`config.mk`:
```
export PLATFORM = sky130hd
export DESIGN_NAME = count_capture_fifo_flat
export DESIGN_NICKNAME = d
export VERILOG_FILES = /design/src/rtl/cnt_pkg.sv /design/src/rtl/count_capture_fifo_if.sv /design/src/rtl/sync_fifo.sv /design/src/rtl/count_capture_fifo.sv /design/src/flat_wrapper.sv
export SDC_FILE = /design/constraint.sdc
export NUM_CORES = 1
export LEC_CHECK = 0
export ABC_CLOCK_PERIOD_IN_PS = 4300
export BUFFER_PORTS_ARGS = -buffer_cell sky130_fd_sc_hd__buf_2
export CORE_MARGIN = 8
export CORE_UTILIZATION = 55
export DETAILED_ROUTE_END_ITERATION = 8
export PLACE_DENSITY_LB_ADDON = 0.25
export SLEW_MARGIN = 40
export SYNTH_ARGS = -nofsm -noshare
export SYNTH_HDL_FRONTEND = slang
export SYNTH_SLANG_ARGS = --single-unit
export TNS_END_PERCENT = 100
```
`constraint.sdc`:
```
create_clock -name clk -period 4.3 [get_ports clk]
set_clock_uncertainty 0.1 [all_clocks]
set_input_delay 0.645 -clock clk [delete_from_list [all_inputs] [get_ports clk]]
set_output_delay 0.645 -clock clk [all_outputs]
set_load 0.005 [all_outputs]
```
`src/rtl/cnt_pkg.sv`:
```
// Shared definitions for consumers of the free-running counter.
package cnt_pkg;
  localparam int CNT_WIDTH = 8;

  typedef enum logic {
    SRC_TRIG = 1'b0,
    SRC_WRAP = 1'b1
  } src_e;
endpackage

```
`src/rtl/count_capture_fifo_if.sv`:
```
// Sample/drain bus of the capture queue: counter and trigger in, FWFT entries out.
interface count_capture_fifo_if #(
  parameter int WIDTH = 8,
  parameter int DEPTH = 8
);
  logic [WIDTH-1:0]        value;
  logic                    trig;
  logic                    clr_ovf;
  logic [WIDTH:0]          out_data;
  logic                    out_valid;
  logic                    out_ready;
  logic [$clog2(DEPTH):0]  level;
  logic                    overflow;

  modport slave (
    input  value, trig, clr_ovf, out_ready,
    output out_data, out_valid, level, overflow
  );

  modport master (
    output value, trig, clr_ovf, out_ready,
    input  out_data, out_valid, level, overflow
  );
endinterface

```
`src/rtl/sync_fifo.sv`:
```
// First-word-fall-through FIFO; head is registered so the output is clean while empty.
module sync_fifo #(
  parameter int WIDTH = 9,
  parameter int DEPTH = 8,
  localparam int PW = $clog2(DEPTH),
  localparam int LW = PW + 1
) (
  input  logic             clk,
  input  logic             reset,
  input  logic             push_i,
  input  logic [WIDTH-1:0] din_i,
  input  logic             pop_i,
  output logic [WIDTH-1:0] dout_o,
  output logic             valid_o,
  output logic             full_o,
  output logic [LW-1:0]    level_o
);
  logic [WIDTH-1:0] mem_q [DEPTH];
  logic [PW-1:0]    wr_ptr_q, wr_ptr_d, rd_ptr_q, rd_ptr_d;
  logic [LW-1:0]    level_q, level_d;
  logic [WIDTH-1:0] head_q, head_d;
  logic             pop_ok, push_ok;

  assign valid_o = (level_q != '0);
  assign full_o  = (level_q == LW'(DEPTH));
  assign pop_ok  = pop_i & valid_o;
  assign push_ok = push_i & (~full_o | pop_ok);

  always_comb begin
    rd_ptr_d = rd_ptr_q + PW'(pop_ok);
    wr_ptr_d = wr_ptr_q + PW'(push_ok);
    level_d  = level_q + LW'(push_ok) - LW'(pop_ok);
    head_d   = head_q;
    // When nothing old survives the pop, the new head is the entry being written.
    if (level_d != '0)
      head_d = (level_q == LW'(pop_ok)) ? din_i : mem_q[rd_ptr_d];
  end

  always_ff @(posedge clk or posedge reset) begin
    if (reset) begin
      wr_ptr_q <= '0;
      rd_ptr_q <= '0;
      level_q  <= '0;
      head_q   <= '0;
      for (int i = 0; i < DEPTH; i++) mem_q[i] <= '0;
    end else begin
      wr_ptr_q <= wr_ptr_d;
      rd_ptr_q <= rd_ptr_d;
      level_q  <= level_d;
      head_q   <= head_d;
      if (push_ok) mem_q[wr_ptr_q] <= din_i;
    end
  end

  assign dout_o  = head_q;
  assign level_o = level_q;
endmodule

```
`src/rtl/count_capture_fifo.sv`:
```
// Timestamps trig rising edges and counter decreases with the live count and queues them.
module count_capture_fifo
  import cnt_pkg::*;
#(
  parameter int WIDTH     = CNT_WIDTH,
  parameter int DEPTH     = 8,
  parameter bit AUTO_WRAP = 1'b1
) (
  input  logic clk,
  input  logic reset,
  count_capture_fifo_if.slave bus
);
  logic             trig_q, trig_d;
  logic [WIDTH-1:0] val_q, val_d;
  logic             primed_q, primed_d;
  logic             ovf_q, ovf_d;

  logic             trig_ev, wrap_ev, ev, push, pop, full, valid;
  src_e             src;
  logic [WIDTH:0]   entry;

  assign trig_ev = bus.trig & ~trig_q;
  assign wrap_ev = AUTO_WRAP & primed_q & (bus.value < val_q);
  assign ev      = trig_ev | wrap_ev;
  // A coincident trig edge claims the single slot for this cycle.
  assign src     = trig_ev ? SRC_TRIG : SRC_WRAP;
  assign entry   = {src, bus.value};
  assign pop     = valid & bus.out_ready;
  assign push    = ev & (~full | pop);

  always_comb begin
    trig_d   = bus.trig;
    val_d    = bus.value;
    primed_d = 1'b1;
    ovf_d    = ovf_q;
    if (ev & full & ~pop) ovf_d = 1'b1;
    else if (bus.clr_ovf) ovf_d = 1'b0;
  end

  always_ff @(posedge clk or posedge reset) begin
    if (reset) begin
      trig_q   <= 1'b0;
      val_q    <= '0;
      primed_q <= 1'b0;
      ovf_q    <= 1'b0;
    end else begin
      trig_q   <= trig_d;
      val_q    <= val_d;
      primed_q <= primed_d;
      ovf_q    <= ovf_d;
    end
  end

  sync_fifo #(.WIDTH(WIDTH + 1), .DEPTH(DEPTH)) u_fifo (
    .clk     (clk),
    .reset   (reset),
    .push_i  (push),
    .din_i   (entry),
    .pop_i   (pop),
    .dout_o  (bus.out_data),
    .valid_o (valid),
    .full_o  (full),
    .level_o (bus.level)
  );

  assign bus.out_valid = valid;
  assign bus.overflow  = ovf_q;
endmodule

```
`src/flat_wrapper.sv`:
```
// flat-port wrapper written by rule: the top's interface ports become plain ports
module count_capture_fifo_flat import cnt_pkg::*;
#(
  parameter int WIDTH     = CNT_WIDTH,
  parameter int DEPTH     = 8,
  parameter bit AUTO_WRAP = 1'b1
)
  (clk, reset, bus_value, bus_trig, bus_clr_ovf, bus_out_ready, bus_out_data, bus_out_valid, bus_level, bus_overflow);
  count_capture_fifo_if #(.WIDTH(WIDTH), .DEPTH(DEPTH)) bus_i ();
  input  logic clk;
  input  logic reset;
  input wire logic [$bits(bus_i.value)-1:0] bus_value;
  input wire logic [$bits(bus_i.trig)-1:0] bus_trig;
  input wire logic [$bits(bus_i.clr_ovf)-1:0] bus_clr_ovf;
  input wire logic [$bits(bus_i.out_ready)-1:0] bus_out_ready;
  output wire logic [$bits(bus_i.out_data)-1:0] bus_out_data;
  output wire logic [$bits(bus_i.out_valid)-1:0] bus_out_valid;
  output wire logic [$bits(bus_i.level)-1:0] bus_level;
  output wire logic [$bits(bus_i.overflow)-1:0] bus_overflow;
  assign bus_i.value = bus_value;
  assign bus_i.trig = bus_trig;
  assign bus_i.clr_ovf = bus_clr_ovf;
  assign bus_i.out_ready = bus_out_ready;
  assign bus_out_data = bus_i.out_data;
  assign bus_out_valid = bus_i.out_valid;
  assign bus_level = bus_i.level;
  assign bus_overflow = bus_i.overflow;
  count_capture_fifo #(.WIDTH(WIDTH), .DEPTH(DEPTH), .AUTO_WRAP(AUTO_WRAP)) u_core (.clk(clk), .reset(reset), .bus(bus_i));
endmodule
```
# Word level (Yosys, flattened, before mapping)
# Cells that the tools add are included.
# totals
ram_bits,0
in_bits,13
memories,0
output_inout_bits,15
mem_bits_ro,0
latch_bits,0
elab_cells,56
regBits,102
# classes
div,0
eq_ne,2
shifts,0
muxes,10
reduce_logical,4
addsub,4
mul,0
bitwise_logic,16
magnitude_cmp,4
# ops
cell,count
bitwise mux 72 bit,1
2-to-1 mux 9 bit,4
binary-select mux 9 bit (select 3 bit),1
demux 9 bit (select 3 bit),1
AND 1 bit,8
">= comparator 4 bit, second input constant",2
< comparator 8 bit,1
inverter 3 -> 4 bit,2
nonzero test 4 bit,2
adder 3 x 1 -> 3 bit,2
adder 4 x 1 -> 4 bit,1
== test 4 x 1 -> 1 bit,1
"== test 4 bit, second input constant",1
"< comparator 4 x 1 -> 1 bit, second input constant",1
subtractor 4 x 1 -> 4 bit,1
2-to-1 mux 1 bit,3
inverter 1 bit,3
bitwise OR 1 bit,3
nonzero test 2 bit,1
logical AND 1 bit,1

# Depth between registers and ports, before layout
# depth
depth_word,9
ltp_mapped,18

# Cells and area by module
# A second synthesis with hierarchy kept.
# hier_totals
cells_unflattened,309
hier_area_um2,4857.2
# modules_own_cells
module,cells_each,area_each_um2,instances
sync_fifo,263,4332.9,1
count_capture_fifo,46,524.3,1

# Least setup slack after synthesis
# Ideal clock, no wire load.
# synth_timing
path_kind,input-to-reg
start,input bus_value[6]
end,register u_core.u_fifo.head_q[0] (netlist: u_core.u_fifo.dout_o[0])
required_ps,4068
stages,16
t_arrival_ps,3937
setup_ps,132
slack_ps,131
path_buffers,2
path_cell_list,ha_1 > and3_4 > a221o_1 > a22oi_2 > buf_6 > nand2_1 > ha_1 > inv_1 > ha_1 > inv_1 > fa_1 > nor2b_1 > nand3_1 > mux2i_1 > clkbuf_1 > o21ai_1
# synth_via
elab_chain_len,8
# synth_rtl
item,line_no,rtl
start: declaration,flat_wrapper.sv:12,input wire logic [$bits(bus_i.value)-1:0] bus_value;
< comparator 8 bit,count_capture_fifo.sv:23,assign wrap_ev = AUTO_WRAP & primed_q & (bus.value < val_q);
AND 1 bit,count_capture_fifo.sv:23,
bitwise OR 1 bit,count_capture_fifo.sv:24,assign ev = trig_ev | wrap_ev;
AND 1 bit,count_capture_fifo.sv:29,assign push = ev & (~full | pop);
AND 1 bit,sync_fifo.sv:27,assign push_ok = push_i & (~full_o | pop_ok);
adder 4 x 1 -> 4 bit,sync_fifo.sv:32,level_d = level_q + LW'(push_ok) - LW'(pop_ok);
subtractor 4 x 1 -> 4 bit,sync_fifo.sv:32,
nonzero test 4 bit,sync_fifo.sv:35,if (level_d != '0)
end signal: assignment,sync_fifo.sv:44,head_q <= '0;
end signal: assignment,sync_fifo.sv:50,head_q <= head_d;
end: declaration,sync_fifo.sv:21,"logic [WIDTH-1:0] head_q, head_d;"
# No other way between the ends.
# A chain may end at the register's enable or synchronous reset.

# Final worst setup path
# layout_timing
start,input bus_value[6]
end,register u_core.u_fifo.head_q[5] (netlist: u_core.u_fifo.dout_o[5])
# The elaborated chain is that of the path after synthesis.

==> metrics.md <==
| Metric | Value |
|---|---|
| Core area | `8720 um^2` |
| Layout cells sized above 1 | `33.2%` |
| CTS buffer count | `9` |
| Max Clk Rate | `0.281 GHz` |
| Die Ht | `111 um` |
| Port bufs | `27` |
| Slew Viols, Final | `0` |
| Endpoints failing setup | `0` |
| Post-detail-place hpwl | `6100 um` |
| Area post-placement | `5230 um^2` |
| Starting Density | `56.7%` |
| Min setup slack post-route | `747 ps` |
| Total GRT Usage | `16.2%` |
| Syn_nets | `359` |
| GP Congestion | `0.695` |
| CP max-delay cell | `fa_1` |
| Clock power share | `14.7%` |
| Max stage delay on crit path | `480 ps` |
| Worst IR drop on VDD | `0.403 mV` |
| Cell class contributing the biggest share of worst-path delay | `adder cells` |
| Place WS | `350 ps` |
| Worst Path Required | `4490 ps` |
| Async SR Flop Fraction | `100%` |
| HP Class | `in2async` |
| Synth cell types | `40` |
| Synth Instances | `328` |
| Io pins | `28` |
| Vias in the first global route | `2,913` |
| Post-route cell area | `5440 um^2` |
| Max clock buf depth | `2` |
| DR vias | `2,697` |
| Internal power | `2880 uW` |
| Outcome | `completed` |
| WP buf/inv | `4` |
| Initial antenna violation count | `0` |
| ANT nets after route | `0` |
| Crit path kind | `in2reg` |
| CP Cell Sequence | `buf_2, ha_1, and3_4, a221o_1, a22oi_2, nand2_1, ha_1, inv_1, ha_1, inv_1, fa_1, nor2b_1, nand3_1, mux2i_1, buf_4, nand2_1, o21ai_1` |
| Remaining Overflow, GRT | `0` |
| Max-Cap Viols | `0` |
| FF+latch count, synth | `102` |
| Switching Share | `34.3%` |
| Synth area leader | `dfrtp_1` |
| Combinational power share | `47.1%` |
| Placement row count | `34` |
| TritonCTS Sinks | `102` |
| Final Hold Vio Count | `0` |
| Most frequent cell after synthesis | `dfrtp_1` |
| Starting DRT DRC Count | `98` |
| # diodes | `0` |
| CTS-repair resized insts | `0` |
| Horiz. Die Dim | `111 um` |
| Worst Path Arrival | `3750 ps` |
| Synthesized area per cell | `15.1 um^2` |
| Area growth from synthesis to layout | `9.89%` |
| Pin count of the biggest net entering global routing | `78` |
| Cell mode on critical path | `ha_1` |
| Detailed Routing Iterations Pass 1 | `4` |
| Worst reg-to-reg path cell count | `17` |
| Clk_lat worst skew | `360 ps` |
| Post-Route WL | `9450 um` |
| EDFF count, synth | `0` |
| Clock transition at path regs | `90 ps` |
| Worst Max-Slew Pin Slew | `866 ps` |
| RSZ-0062 raised after global routing | `no` |
| CTS tree | `built` |
| Wire per inst | `19.9 um` |
| Synth top area cells | `dfrtp_1 52%, mux2_4 11%, mux4_2 8.2%` |
| Synth Flop Type | `dfrtp_1` |
| Top cell type's share of synthesized area | `51.6%` |
| First-pass GRT wire length | `15,800 um` |
| Final period util | `82.6%` |
| Worst reg-to-reg setup slack | `880 ps` |
| Critical R2R Capture | `u_core.u_fifo.dout_o[5]$_DFFE_PP0P_` |
| Total power | `4370 uW` |
| CTS Root Cell | `clkbuf_8` |
| Hold-fix buffers, CTS | `0` |
| Pleak | `0.00262 uW` |
| Seq/Total Area, Yosys | `51.6%` |
| Endpoint type of the worst setup path | `flop` |
| Setup_tns | `0 ps` |
| Vias/cell | `5.68` |
| Slew margin rel. | `42.3%` |
| Nets | `394` |
| H-tree depth | `3` |
| DR DRC count | `0` |
| Power Density | `805 nW/um^2` |
| R2R Path Start | `u_core.val_q[6]$_DFF_PP0_` |
| Worst Path Max Fanout | `18` |
| Post-layout min period | `3550 ps` |
| Yosys warning count | `0` |
| Seq pwr share | `38.2%` |
| Sw Pwr | `1500 uW` |
| Setup Buffers After CTS | `0` |
| Area of the mapped netlist | `4950 um^2` |
| Worst setup SP type | `primary input` |
| Die ar. | `12,300 um^2` |
| Commonest cells post-synth | `102 x dfrtp_1, 36 x mux2_4, 28 x mux2_1` |
[power by group through the flow]
stage	Sequential, uW	Combinational (uW)	Clock [uW]
after floorplan	1600	1630	0
after global placement	1660	2010	0
after detailed placement	1680	2080	0
after CTS	1670	2090	656
after global routing	1730	2260	689
final	1670	2060	642
[final cells by class]
class                           count  area [um^2]
Fill cell                         671         3290
Clock inverter                      4         72.6
Multi-Input combinational cell    198         2280
Tap cell                          108          135
Clock buffer                       11          131
Timing Repair Buffer               34          188
Sequential cell                   102         2550
Inverter                           18         72.6
[registers in the layout (all words and copies together), names as in the netlist]
signal,flops
u_core.u_fifo.mem_q,72
u_core.u_fifo.dout_o,9
u_core.bus.overflow,1
u_core.u_fifo.level_o,4
u_core.trig_q,1
u_core.val_q,8
u_core.u_fifo.wr_ptr_q,3
u_core.u_fifo.rd_ptr_q,3
u_core.primed_q,1
[layer usage]
metal / vias up / wire (um) / global-route usage (%) / part of all wire (%)
li1: 1252 / - / - / -
met4: 0 / 66 / 3.06 / 0.70
met1: 1401 / 4450 / 21.9 / 47
met3: 6 / 414 / 4.55 / 4.4
met5: - / 0 / 0 / 0
met2: 38 / 4530 / 25.4 / 48
[cell families (layout without fill, tap and decap cells)]
family | Yosys count | in the layout | share of synthesized area (%)
adders and majority gates | 18 | 18 | 4.71
muxes | 100 | 100 | 29.3
AOI/OAI and AO/OA | 28 | 28 | 3.47
DFF | 102 | 102 | 51.6
buffers and inverters | 28 | 67 | 2.45
xor gates and xnor gates | 4 | 4 | 0.860
other | 1 | 1 | 0.0758
and+or+nand+nor | 47 | 47 | 7.49
[cell usage in the layout, fill, tap and decap left out, types with 9 or more instances in the layout]
| cell type | count |
|---|---|
| buf_2 | 27 |
| clkbuf_8 | 9 |
| dfrtp_1 | 102 |
| ha_1 | 17 |
| inv_1 | 17 |
| mux2_1 | 28 |
| mux2_4 | 36 |
| mux2i_1 | 10 |
| mux4_2 | 18 |
| nand2_1 | 20 |
| o21ai_0 | 10 |
| o21ai_1 | 10 |
[per-stage QoR]
step           instances  hold slack [ps]  util (%)
2_1_floorplan        328              359         -
3_3_place_gp         460              363      59.8
3_5_place_dp         460              372      60.0
4_1_cts              475              288      62.3
5_1_grt              475              288      62.3
6_report             475              284      62.3
[how the worst max path moves through the flow]
stage                             from                                   to  slack [ps]  cells after the start
after floorplan           bus_value[6]  u_core.u_fifo.dout_o[0]$_DFFE_PP0P_         130                     16
after global placement    bus_value[6]  u_core.u_fifo.dout_o[6]$_DFFE_PP0P_         430                     16
after detailed placement  bus_value[6]  u_core.u_fifo.dout_o[7]$_DFFE_PP0P_         350                     16
after CTS                 bus_value[6]  u_core.u_fifo.dout_o[5]$_DFFE_PP0P_         740                     17
after global routing      bus_value[6]  u_core.u_fifo.dout_o[0]$_DFFE_PP0P_         530                     17
final                     bus_value[6]  u_core.u_fifo.dout_o[5]$_DFFE_PP0P_         750                     17
No activity file was read; power rests on OpenSTA's default activity.
